$ cat config.mk
export PLATFORM = sky130hd
export DESIGN_NAME = serial_adder_ctrl_flat
export DESIGN_NICKNAME = d
export VERILOG_FILES = /design/src/rtl/serial_adder_pkg.sv /design/src/rtl/serial_adder_ctrl_if.sv /design/src/rtl/serial_fa_cell.sv /design/src/rtl/serial_adder_ctrl.sv /design/src/flat_wrapper.sv
export SDC_FILE = /design/constraint.sdc
export NUM_CORES = 1
export LEC_CHECK = 0
export BUFFER_PORTS_ARGS = -buffer_cell sky130_fd_sc_hd__buf_2
export CAP_MARGIN = 20
export CORE_AREA = 2 2 64 66
export CTS_BUF_LIST = sky130_fd_sc_hd__clkbuf_16
export DETAILED_ROUTE_END_ITERATION = 10
export DIE_AREA = 0 0 66 68
export GPL_TIMING_DRIVEN = 0
export PLACE_DENSITY = 0.72
export SYNTH_ARGS = -nofsm -noshare
export SYNTH_HDL_FRONTEND = slang
export SYNTH_SLANG_ARGS = --single-unit
$ cat constraint.sdc
create_clock -name clk -period 1.5 [get_ports clk]
set_input_delay 0.075 -clock clk [delete_from_list [all_inputs] [get_ports clk]]
set_output_delay 0.075 -clock clk [all_outputs]
set_load 0.01 [all_outputs]
$ cat src/rtl/serial_adder_pkg.sv
// serial_adder_pkg: shared state encoding and default width for the bit-serial adder
package serial_adder_pkg;
    localparam int DEF_WIDTH = 8;
    localparam logic [1:0] ST_IDLE = 2'd0;
    localparam logic [1:0] ST_RUN  = 2'd1;
    localparam logic [1:0] ST_DONE = 2'd2;
    typedef enum logic [1:0] {IDLE = ST_IDLE, RUN = ST_RUN, DONE = ST_DONE} state_t;
endpackage

$ cat src/rtl/serial_adder_ctrl_if.sv
// serial_adder_ctrl_if: request/result bundle between a requester and the serial adder
interface serial_adder_ctrl_if
    import serial_adder_pkg::*;
#(
    parameter int WIDTH = DEF_WIDTH
);
    logic             start;
    logic [WIDTH-1:0] a;
    logic [WIDTH-1:0] b;
    logic             busy;
    logic             done;
    logic [WIDTH-1:0] sum;
    logic             cout;
    modport master (output start, a, b, input busy, done, sum, cout);
    modport slave  (input start, a, b, output busy, done, sum, cout);
endinterface

$ cat src/rtl/serial_fa_cell.sv
// serial_fa_cell: 1-bit full adder built from two half-adder stages
module serial_fa_cell (
    input  logic a,
    input  logic b,
    input  logic cin,
    output logic s,
    output logic co
);
    logic s1, c1, c2;
    assign s1 = a ^ b;
    assign c1 = a & b;
    assign s  = s1 ^ cin;
    assign c2 = s1 & cin;
    assign co = c1 | c2;
endmodule

$ cat src/rtl/serial_adder_ctrl.sv
// serial_adder_ctrl: sequences one full-adder cell over WIDTH bits, LSB first, with a done pulse
module serial_adder_ctrl
    import serial_adder_pkg::*;
#(
    parameter int WIDTH = DEF_WIDTH
) (
    input logic clk,
    input logic rst_n,
    serial_adder_ctrl_if.slave bus
);
    localparam int CW = (WIDTH > 1) ? $clog2(WIDTH) : 1;
    state_t           state;
    logic [WIDTH-1:0] a_sh, b_sh, res, res_nxt, sum_q;
    logic [CW-1:0]    cnt;
    logic             carry_q, s, co, busy_q, done_q, cout_q;
    serial_fa_cell u_fa (.a(a_sh[0]), .b(b_sh[0]), .cin(carry_q), .s(s), .co(co));
    // new bit enters at the MSB so the LSB-first stream lands in place after WIDTH shifts
    assign res_nxt = (res >> 1) | (WIDTH'(s) << (WIDTH - 1));
    always_ff @(posedge clk or negedge rst_n)
        if (!rst_n) begin
            state   <= IDLE;
            a_sh    <= '0;
            b_sh    <= '0;
            res     <= '0;
            cnt     <= '0;
            carry_q <= 1'b0;
            busy_q  <= 1'b0;
            done_q  <= 1'b0;
            sum_q   <= '0;
            cout_q  <= 1'b0;
        end else begin
            case (state)
                IDLE: if (bus.start) begin
                    a_sh    <= bus.a;
                    b_sh    <= bus.b;
                    carry_q <= 1'b0;
                    cnt     <= '0;
                    busy_q  <= 1'b1;
                    state   <= RUN;
                end
                RUN: begin
                    a_sh    <= a_sh >> 1;
                    b_sh    <= b_sh >> 1;
                    carry_q <= co;
                    res     <= res_nxt;
                    cnt     <= cnt + 1'b1;
                    if (cnt == CW'(WIDTH - 1)) begin
                        sum_q  <= res_nxt;
                        cout_q <= co;
                        done_q <= 1'b1;
                        state  <= DONE;
                    end
                end
                DONE: begin
                    done_q <= 1'b0;
                    busy_q <= 1'b0;
                    state  <= IDLE;
                end
                default: state <= IDLE;
            endcase
        end
    assign bus.busy = busy_q;
    assign bus.done = done_q;
    assign bus.sum  = sum_q;
    assign bus.cout = cout_q;
endmodule

$ cat src/flat_wrapper.sv
// flat-port wrapper written by rule: the top's interface ports become plain ports
module serial_adder_ctrl_flat import serial_adder_pkg::*;
#(
    parameter int WIDTH = DEF_WIDTH
)
  (clk, rst_n, bus_start, bus_a, bus_b, bus_busy, bus_done, bus_sum, bus_cout);
  serial_adder_ctrl_if #(.WIDTH(WIDTH)) bus_i ();
  input logic clk;
  input logic rst_n;
  input wire logic [$bits(bus_i.start)-1:0] bus_start;
  input wire logic [$bits(bus_i.a)-1:0] bus_a;
  input wire logic [$bits(bus_i.b)-1:0] bus_b;
  output wire logic [$bits(bus_i.busy)-1:0] bus_busy;
  output wire logic [$bits(bus_i.done)-1:0] bus_done;
  output wire logic [$bits(bus_i.sum)-1:0] bus_sum;
  output wire logic [$bits(bus_i.cout)-1:0] bus_cout;
  assign bus_i.start = bus_start;
  assign bus_i.a = bus_a;
  assign bus_i.b = bus_b;
  assign bus_busy = bus_i.busy;
  assign bus_done = bus_i.done;
  assign bus_sum = bus_i.sum;
  assign bus_cout = bus_i.cout;
  serial_adder_ctrl #(.WIDTH(WIDTH)) u_core (.clk(clk), .rst_n(rst_n), .bus(bus_i));
endmodule
==> summary.md <==
| Metric | Value |
|---|---|
| DR WL/cell | `15.3 µm` |
| CP Launch Point | `u_core.cnt[0]` |
| Synth top area share | `55.2%` |
| Final critical-path share of the clock period | `99.0%` |
| Tot Pwr | `4.70 mW` |
| Initial Utilization | `47.0%` |
| Worst Hold Class | `input pin to flip-flop` |
| IO buf count | `29` |
| Worst Hold Slack | `145 ps` |
| WL final | `3510 µm` |
| Avg Cell Area, Syn | `13.3 µm²` |
| PwrDens | `2080 nW/µm²` |
| Setup crit end kind | `flip-flop` |
| CTS tree | `built` |
| Syn-to-layout area delta | `24.3%` |
| Die W | `66 µm` |
| Ys async rst share | `100%` |
| Worst setup path class | `flip-flop to flip-flop` |
| Lkg Pwr | `1.06 nW` |
| Max Freq | `673 MHz` |
| CTS sink count | `40` |
| Maximum vdd ir drop | `999 µV` |
| IO Count | `30` |
| Utilization after layout | `58.5%` |
| CP max stage cell | `dfrtp_1` |
| Fraction of layout cells with a size suffix above 1 | `43.3%` |
| Top post-synthesis cells by area | `dfrtp_1 55%, mux2_2 8.1%, o221a_2 3.7%` |
| Initial antenna violation count | `0` |
| RSZ-0062 raised after global routing | `yes` |
| DRT Pass-1 Iters | `4` |
| Die Y | `68 µm` |
| Cell area after synthesis | `1810 µm²` |
| Ys flop type | `dfrtp_1` |
| Synth Warn # | `0` |
| Post-synthesis sequential area ratio | `55.2%` |
| H-tree depth | `2` |
| Iteration-0 DRC Markers | `41` |
| Syn Inst Count | `136` |
| Clk Latency, worst-skew pair | `280 ps` |
| Slew Viols, Final | `0` |
| Data arrival, critical path | `1640 ps` |
| Final hold vios | `0` |
| # nets final | `201` |
| Setup Total Neg Slack | `0 ps` |
| Top cells by count, synth | `40 x dfrtp_1, 13 x mux2_2, 10 x inv_1` |
| Unique masters post-synth | `31` |
| Worst slew pin tran | `871 ps` |
| Setup violations, final | `0` |
| Via total after detailed routing | `1250` |
| Maximum Capacitance Violations | `0` |
| Slowest stage delay, CP | `380 ps` |
| Row count | `23` |
| Largest net degree at the start of global routing | `41` |
| Drc violations | `0` |
| Worst R2R Setup Slack | `10 ps` |
| RR Endpoint | `u_core.bus.sum[3]` |
| Clock Tree Buf Depth | `2` |
| CP Max Fanout | `5` |
| HPWL Detailed | `2360 µm` |
| Synth Register Bits | `40` |
| EDFF count, synth | `0` |
| Routability congestion estimate | `0.763` |
| GRT Resource Usage Total | `17.4%` |
| Slew HR | `41.9%` |
| CP Capture Point | `u_core.bus.sum[3]` |
| Clk_skew | `3.28 ps` |
| Worst R2R Start | `u_core.cnt[0]` |
| Clk slew on worst S/H paths | `60 ps` |
| Crit path time final | `1490 ps` |
| Post-synth net total | `158` |
| Vias in the first global route | `1254` |
| ANT cells | `0` |
| Most common cell in the netlist | `dfrtp_1` |
| Root Buffer | `clkbuf_16` |
| Run status | `complete, no violations` |
| Via density | `5.43` |
| Post-synth top area cell | `dfrtp_1` |
| Critical Path Start Type | `flip-flop` |
| Cells on worst reg2reg path | `5` |
| First-pass GRT wire length | `5800 µm` |
| CP cell instances | `ha_2, ha_4, nand3b_1, buf_6, mux2_1` |
| Inserted Clock Buffers | `5` |
| Total grt overflow | `0` |
| Die ar. | `4490 µm²` |
| Routed Antenna Nets | `0` |
| Critical Path RT | `1660 ps` |
| Core region area | `3860 µm²` |
| Hold Path Stages | `3` |
worst max-delay path: cells and delay by family (launching register included):
kind / cells / cell delay [ps]
DFF: 1 / 380
buffers and inverters: 1 / 150
and+or+nand+nor: 1 / 140
muxes: 1 / 320
adders and majority gates: 2 / 360
state kept, by name (all words and copies together), names as in the netlist:
signal	flops
u_core.a_sh	8
u_core.b_sh	8
u_core.bus.sum	8
u_core.res	7
u_core.cnt	3
u_core.state	2
u_core.bus.busy	1
u_core.bus.cout	1
u_core.bus.done	1
u_core.carry_q	1
logic make-up after synthesis:
group	synth area share, %
compound gates	12.9
fa+ha+maj	2.48
buf+inv	5.45
flops	55.2
mux	10.5
simple gates	13.5
placed cells by master (no fill, tap or decap), types with 2 or more instances in the layout:
master and n:
nor4b_1 7, clkbuf_1 3, buf_2 35, a22o_1 3, clkbuf_16 5, mux2_2 11
buf_6 2, a221oi_2 2, mux2_4 4, o221a_2 6, o21ba_2 2, inv_1 11
or4b_1 6, a211o_1 2, buf_4 6, nor4bb_1 2, a211oi_1 5, nor3b_1 7
dfrtp_1 40, nor2b_1 3
metal layers:
metal | part of all wire (%) | vias up | global-route usage, % | routed length, µm
met5 | 0 | - | 0 | 0
met4 | 2.1 | 0 | 8.42 | 73
met3 | 3.6 | 9 | 3.78 | 128
met2 | 48 | 27 | 29.0 | 1680
met1 | 46 | 620 | 21.5 | 1630
li1 | - | 594 | - | -
power breakdown:
group | switching [mW] | internal, mW | total (mW) | leakage (nW)
clock | 0.392 | 0.603 | 0.995 | 0.0687
sequential | 0.294 | 1.59 | 1.89 | 0.471
combinational | 0.802 | 1.01 | 1.81 | 0.516
worst min path at each step:
stage,from,endpoint,slack [ps]
floorplan,rst_n,u_core.a_sh[0],-220
global placement,rst_n,u_core.carry_q,230
detailed placement,rst_n,u_core.bus.sum[7],240
CTS,bus_b[0],u_core.b_sh[0],140
global route,bus_a[2],u_core.a_sh[2],150
finish,bus_a[6],u_core.a_sh[6],150
metrics by stage:
| step | worst slack [ps] | cells | cell area [µm²] |
|---|---|---|---|
| final | 14.6 | 230 | 2250 |
| after global placement | -36.6 | 215 | 2020 |
| after global routing | -23.4 | 230 | 2250 |
| after detailed placement | -71.3 | 215 | 2020 |
| after CTS | 21.2 | 227 | 2210 |
| after floorplan | 50.5 | 136 | 1810 |
timing repair:
action	4_1_cts	5_1_grt
hold buffers	1	0
endpoints found under the hold margin	40	0
resized for setup	5	5
gates cloned	1	0
setup endpoints to repair	9	9
buffers inserted	2	3
final cells by class:
type	count	area [µm²]
plain buffers	12	65.1
clock buffers	5	125
clock inverters	3	15.0
fillers	326	1600
inverters	10	37.5
multi-input cells	74	744
flip-flops and latches	40	1000
well taps	50	62.6
repair buffers	36	204
(Power assumes the default switching activity.)
